[config.mk]
export PLATFORM = sky130hd
export DESIGN_NAME = watchdog_timer
export DESIGN_NICKNAME = d
export VERILOG_FILES = /design/src/rtl/cpu_pkg.sv /design/src/rtl/wdt_down_counter.sv /design/src/rtl/watchdog_timer.sv
export SDC_FILE = /design/constraint.sdc
export NUM_CORES = 1
export LEC_CHECK = 0
export BUFFER_PORTS_ARGS = -buffer_cell sky130_fd_sc_hd__buf_2
export CAP_MARGIN = 40
export CELL_PAD_IN_SITES_DETAIL_PLACEMENT = 2
export CELL_PAD_IN_SITES_GLOBAL_PLACEMENT = 2
export CORE_MARGIN = 2
export CORE_UTILIZATION = 32
export CTS_BUF_LIST = sky130_fd_sc_hd__clkbuf_4 sky130_fd_sc_hd__clkbuf_8 sky130_fd_sc_hd__clkbuf_16
export DETAILED_ROUTE_END_ITERATION = 8
export HOLD_SLACK_MARGIN = 0.1
export MAX_ROUTING_LAYER = met4
export PLACE_DENSITY_LB_ADDON = 0.1
export SLEW_MARGIN = 5
export SYNTH_ARGS = -nofsm -noshare
export SYNTH_HDL_FRONTEND = slang
export SYNTH_SLANG_ARGS = --single-unit
export TNS_END_PERCENT = 5
[constraint.sdc]
create_clock -name clk -period 2.7 [get_ports clk]
set_clock_uncertainty 0.05 [all_clocks]
set_input_delay 0.27 -clock clk [delete_from_list [all_inputs] [get_ports clk]]
set_output_delay 0.27 -clock clk [all_outputs]
set_load 0.01 [all_outputs]
[src/rtl/cpu_pkg.sv]
// cpu_pkg: shared constants for the CPU interrupt-side peripherals.
package cpu_pkg;
    localparam int WDT_WIDTH = 32;
    localparam logic [1:0] WDT_IDLE    = 2'd0;
    localparam logic [1:0] WDT_COUNT   = 2'd1;
    localparam logic [1:0] WDT_FIRE    = 2'd2;
    localparam logic [1:0] WDT_SERVICE = 2'd3;
endpackage

[src/rtl/wdt_down_counter.sv]
// wdt_down_counter: loadable down counter that stops at zero and pulses expire on the 1->0 step.
module wdt_down_counter
    import cpu_pkg::*;
#(
    parameter int WIDTH = WDT_WIDTH
) (
    input  logic             clk,
    input  logic             rst_n,
    input  logic             reload,
    input  logic [WIDTH-1:0] reload_val,
    input  logic             dec,
    output logic [WIDTH-1:0] count,
    output logic             expire
);
    logic [WIDTH-1:0] count_q, count_d;

    always_comb begin
        count_d = reload ? reload_val : (dec && count_q != '0) ? count_q - 1'b1 : count_q;
        expire  = dec && count_q == WIDTH'(1);
    end

    always_ff @(posedge clk or negedge rst_n)
        if (!rst_n) count_q <= '0;
        else count_q <= count_d;

    assign count = count_q;
endmodule

[src/rtl/watchdog_timer.sv]
// watchdog_timer: quantum timer driving irq1 with ack/clr handshake and sticky overrun.
module watchdog_timer
    import cpu_pkg::*;
#(
    parameter int               WIDTH         = WDT_WIDTH,
    parameter logic [WIDTH-1:0] RESET_QUANTUM = 32'd1000
) (
    input  logic             clk,
    input  logic             rst_n,
    input  logic             enable,
    input  logic             load,
    input  logic [WIDTH-1:0] load_data,
    input  logic             ack,
    input  logic             clr,
    output logic             irq,
    output logic [WIDTH-1:0] count,
    output logic             busy,
    output logic             overrun
);
    logic [1:0]       state_q, state_d;
    logic [WIDTH-1:0] quantum_q, quantum_d;
    logic             irq_q, irq_d, busy_q, busy_d, overrun_q, overrun_d;
    logic             reload, dec, expire;

    wdt_down_counter #(.WIDTH(WIDTH)) u_cnt (
        .clk       (clk),
        .rst_n     (rst_n),
        .reload    (reload),
        .reload_val(quantum_d),
        .dec       (dec),
        .count     (count),
        .expire    (expire)
    );

    // reloads use quantum_d so a load in the same cycle takes effect immediately
    always_comb begin
        quantum_d = load ? ((load_data == '0) ? WIDTH'(1) : load_data) : quantum_q;
        state_d   = state_q;
        irq_d     = irq_q;
        busy_d    = busy_q;
        overrun_d = load ? 1'b0 : overrun_q;
        reload    = 1'b0;
        dec       = 1'b0;
        if (!enable) begin
            state_d = WDT_IDLE;
            irq_d   = 1'b0;
            busy_d  = 1'b0;
        end else begin
            case (state_q)
                WDT_IDLE: begin
                    reload  = 1'b1;
                    state_d = WDT_COUNT;
                end
                WDT_COUNT: begin
                    dec = 1'b1;
                    if (expire) begin
                        irq_d   = 1'b1;
                        state_d = WDT_FIRE;
                    end
                end
                WDT_FIRE: begin
                    if (ack) begin
                        irq_d   = 1'b0;
                        busy_d  = 1'b1;
                        reload  = 1'b1;
                        state_d = WDT_SERVICE;
                    end
                end
                default: begin
                    dec = 1'b1;
                    if (clr) begin
                        busy_d  = 1'b0;
                        reload  = 1'b1;
                        state_d = WDT_COUNT;
                    end else if (expire) begin
                        overrun_d = 1'b1;
                        reload    = 1'b1;
                    end
                end
            endcase
        end
    end

    always_ff @(posedge clk or negedge rst_n)
        if (!rst_n) begin
            state_q   <= WDT_IDLE;
            quantum_q <= RESET_QUANTUM;
            irq_q     <= 1'b0;
            busy_q    <= 1'b0;
            overrun_q <= 1'b0;
        end else begin
            state_q   <= state_d;
            quantum_q <= quantum_d;
            irq_q     <= irq_d;
            busy_q    <= busy_d;
            overrun_q <= overrun_d;
        end

    assign irq     = irq_q;
    assign busy    = busy_q;
    assign overrun = overrun_q;
endmodule

# [Word level (Yosys, flattened, before mapping)]
# Index checks and enable logic that the tools add are counted.
# Widths: inputs -> output; s select.
[word_totals] ff_bits=69
[classes] n_addsub=1 n_eq_ne=9 n_mux=29 n_reduce_logical=12
[ops] operator="$mux 32" n=4
[ops] operator="$eq 32x1->1 const B" n=1
[ops] operator="$logic_not 32->1" n=1
[ops] operator="$reduce_bool 32->1" n=1
[ops] operator="$sub 32x1->32 const B" n=1
[ops] operator="$mux 1" n=17
[ops] operator="$reduce_and 3->1" n=3
[ops] operator="$mux 2" n=4
[ops] operator="$ne 3x1->1 const B" n=2
[ops] operator="$ne 3x3->1 const B" n=2
[ops] operator="$pmux 2 s3" n=1
[ops] operator="$ne 5x1->1 const B" n=1
[ops] operator="$pmux 1 s2" n=2
[ops] operator="$reduce_or 2->1" n=2
[ops] operator="$pmux 1 s3" n=1
[ops] operator="$reduce_or 3->1" n=1
[ops] operator="$eq 2x1->1 const B" n=1
[ops] operator="$eq 2x2->1 const B" n=1
[ops] operator="$logic_and 1x1->1" n=2
[ops] operator="$logic_not 2->1" n=1
[ops] operator="$ne 2x2->1 const B" n=1
[ops] operator="$reduce_bool 2->1" n=1

# [Depth between registers and ports, before layout]
[depth] depth_word=10 depth_mapped=9 depth_no_buf=8

# [Modules after synthesis]
# A second synthesis with hierarchy kept.
[hier_totals] cells_unflattened=344 area_unflattened_um2=3657.3
[modules_own_cells] module="wdt_down_counter" n_inst=1 cells_per_inst=227 area_per_inst_um2=2055.7
[modules_own_cells] module="watchdog_timer" n_inst=1 cells_per_inst=117 area_per_inst_um2=1601.5

# [Least setup slack after synthesis]
# Ideal clock, no wire load.
[synth_timing] path_type="flip-flop to flip-flop" from="reg u_cnt.count_q[21], in the netlist u_cnt.count[21]" to="reg u_cnt.count_q[25], in the netlist u_cnt.count[25]" setup_time_ns=0.125 arrival_ns=2.408 t_required_ns=2.525 slack_ns=0.117 stages_incl_launch_ff=8 n_path_buf=2 period_less_slack_ns=2.583 cell_sequence="dfrtp_1 > or4_4 > nor4_4 > and4_1 > buf_6 > a41o_4 > buf_8 > mux2_2"
[synth_via] elab_chain_len=7
[synth_rtl] item="start: declaration" line="wdt_down_counter.sv:15" text="logic [WIDTH-1:0] count_q, count_d;"
[synth_rtl] item="start signal: assignment" line="wdt_down_counter.sv:24" text="else count_q <= count_d;"
[synth_rtl] item="parallel branches: the longest is 7 deep, another holds $sub 32x1->32"
# Several ways; the timed one is not identified. The select of a mux whose other input is x is not followed.
# A chain may end at the register's enable or synchronous reset.

# [Worst setup path in the final report]
[layout_timing] from="reg u_cnt.count_q[20], in the netlist u_cnt.count[20]" to="reg u_cnt.count_q[15], in the netlist u_cnt.count[15]"
[layout_via] elab_chain_len=7
[layout_rtl] item="$eq 32x1->1" line="wdt_down_counter.sv:19" text="expire = dec && count_q == WIDTH'(1);"
[layout_rtl] item="$logic_and 1x1->1" line="wdt_down_counter.sv:19"
[layout_rtl] item="$mux 1" line="watchdog_timer.sv:75" text="end else if (expire) begin"
[layout_rtl] item="$mux 1" line="watchdog_timer.sv:71" text="if (clr) begin"
[layout_rtl] item="$pmux 1 s3" line="watchdog_timer.sv:49" text="case (state_q)"
[layout_rtl] item="$mux 1" line="watchdog_timer.sv:44" text="if (!enable) begin"
[layout_rtl] item="$mux 32 / $reduce_bool 2->1 (equally long branches)"
# Several ways; a longest one is shown, not always the timed one.

==> run_results.csv <==
group,metric,value,unit
grt,grt_max_degree,41,
cells_and_area,final_util,41.9,%
critical_path,critPathRequiredTime,2910,ps
detailed_routing,via_per_inst,5.09,
clock_network,cts_setup_buffers,0,
outcome,outcome,"finished, final reports clean",
critical_path,slowest_delay,560,ps
timing,relSlewSlack,47.0,%
timing,layout_worst_path_cycle_share,93.3,%
power,ir_worst_vdd,0.350,mV
timing,max_slew.worst_pin.slew,795,ps
timing,fmax,397,MHz
clock_network,cts_buffer_depth,2,
floorplan,initial_utilization,33.2,%
floorplan,die-width,111,um
synth,synth_cell_types,51,
worst_hold_path,hold_path.class,"in2reg",
floorplan,fp-row-count,38,
synth,ys.flop_type,"dfrtp_1",
timing,rsz0062_at_grt,"false",
cells_and_area,area_growth,26.1,%
cells_and_area,num-fill-cells,1178,
worst_hold_path,holdCritStartpoint,"enable",
critical_path,startpoint_type,"flip-flop",
critical_path,reg2reg_depth,7,
timing,fin_crit,2520,ps
synth,synth-seq-cells,69,
critical_path,worstSetupPathDepth,7,
synth,yosys.area.top_type,"dfrtp_1",
placement,io_buffers,72,
timing,setup_viol,0,
timing,hold_violations,0,
floorplan,ios,73,
power,power_density,1050,nW/um^2
critical_path,cp_num_buf_inv,1,
floorplan,die-area,12300,sq um
critical_path,cp_max_fo,20,
grt,grt_pass1_vias,3278,
detailed_routing,first_pass_iters,4,
critical_path,crit_chain,"or4_4, nor4_4, and4_1, a41o_4, buf_4, a31oi_1, a22oi_2",
synth,synth_top_area_share,43.2,%
grt,overflow,0,
cells_and_area,nNetsFinal,472,
synth,yosys.cell_count.top_type,"dfrtp_1",
critical_path,crit_start,"u_cnt.count[20]",
detailed_routing,wirelength,10.7,mm
synth,ys_seq_area_share,47.5,%
critical_path,endpoint_kind,"flip-flop",
clock_network,cts_max_level,3,
clock_network,cts.sinks,69,
power,leakagePower,0.00194,uW
synth,postSynth.asyncResetShare,100,%
floorplan,dieHeight,111,um
detailed_routing,wl_per_cell,18.7,um
worst_hold_path,hold_depth,3,
grt,grtUsageTotal,18.9,%
floorplan,coreArea,11000,sq um
clock_network,cts-root-buf,"clkbuf_16",
synth,synth_area,3650,sq um
timing,fin_hold_ws,151,ps
critical_path,worst_path_max_delay_cell,"or4_4",
grt,grt_pass1_wl,17.8,mm
clock_network,clkTransAtPathRegs,60,ps
placement,place_congestion,0.782,
timing,finalSetupTns,0,ps
cells_and_area,drive_above_1_share,40.2,%
critical_path,cp_top_family,"simple AND/OR/NAND/NOR gates",
worst_hold_path,whs_endpoint,"irq",
timing,slew_violations,0,
grt,antenna_found_initial,0,
synth,synth_nets,380,
detailed_routing,drc_errors,0,
job,maxCapViolations,0,
detailed_routing,antenna_left,0,
clock_network,cts_buffers,9,
power,finalPower,4850,uW
synth,synth_area_leaders,"dfrtp_1, mux2_2, dfstp_2, xnor2_1, nand2_1",
synth,synth.top_cells.by_count,"dfrtp_1, mux2_2, nand2_1",
detailed_routing,vias,2914,
synth,synth_cells,336,
critical_path,r2r-end,"u_cnt.count[15]",
critical_path,cp.arrival,2720,ps
detailed_routing,drt_iter0_drc,49,
critical_path,r2r_start,"u_cnt.count[20]",
clock_network,cts_tree,"yes",
synth,synth_area_per_cell,10.9,sq um
clock_network,clkLatencyLatePin,340,ps
placement,dp_hpwl,8.18,mm
cells_and_area,diodes,0,
synth,synth_edf_count,0,
synth,yosysWarnings,0,
critical_path,reg2reg_slack,180,ps
critical_path,path_class,"reg2reg",
[cell usage in the layout (no fill, tap or decap), types with 10 or more instances in the layout]
master and count:
buf_2 72, buf_4 23, dfrtp_1 63, inv_1 10
mux2_2 34, nand2_1 31, nor2_1 18, nor3_1 13
nor4_1 17, o21ai_0 14, o21ai_2 12, xnor2_1 17
[worst min-delay path, stage by stage]
cell and delay [ps]:
buf_2 120, o221ai_1 70, nor2_1 40
[state kept, by name (all words and copies together), names as in the netlist]
register / count
u_cnt.count: 32
irq: 1
overrun: 1
busy: 1
quantum_q: 32
state_q: 2
[layer usage]
layer	global-route usage (%)	vias to the layer above	wire, um
li1	-	1401	-
met1	24.4	1445	5070
met3	4.26	16	372
met4	6.33	0	222
met2	29.7	52	5070
met5	-	-	0
[worst max-delay path by stage]
stage	to	slack [ps]
floorplan	u_cnt.count[25]	120
global placement	u_cnt.count[1]	180
detailed placement	u_cnt.count[1]	140
CTS	u_cnt.count[1]	120
global route	u_cnt.count[20]	50
finish	u_cnt.count[15]	180
[per-stage QoR]
stage               setup WS [ps]  std cells  instance area [sq um]
floorplan                     117        336                   3650
global placement              183        556                   4250
detailed placement            141        556                   4250
CTS                           117        573                   4600
global route                 47.3        573                   4600
finish                        181        573                   4600
[repair_timing]
item / in CTS / in global routing
hold buffers: 1 / 0
endpoints found under the hold margin: 63 / 0
gates resized for setup: 0 / 1
setup endpoints to repair: 0 / 3
[report_power, final]
part / switching [uW] / total [uW] / internal, uW
combinational: 986 / 1790 / 802
sequential: 361 / 1700 / 1340
clock: 446 / 1370 / 920
total: 1790 / 4850 / 3060
[logic make-up after synthesis]
family	after synthesis	synth area share (%)
buffers and inverters	25	4.08
muxes	37	11.5
xor gates and xnor gates	26	6.24
DFF	69	47.5
and+or+nand+nor	121	18.0
adders and majority gates	6	2.06
AOI/OAI and AO/OA	52	10.7
[final cells by class]
class	count	area (sq um)	area share [%]
repair buffers	96	543	11.8
clock inverters	5	100	2.18
inverters	10	37.5	0.816
well taps	140	175	3.81
clock buffers	11	240	5.22
flip-flops and latches	69	1730	37.7
multi-input cells	242	1770	38.5
No activity file was read; power rests on OpenSTA's default activity.
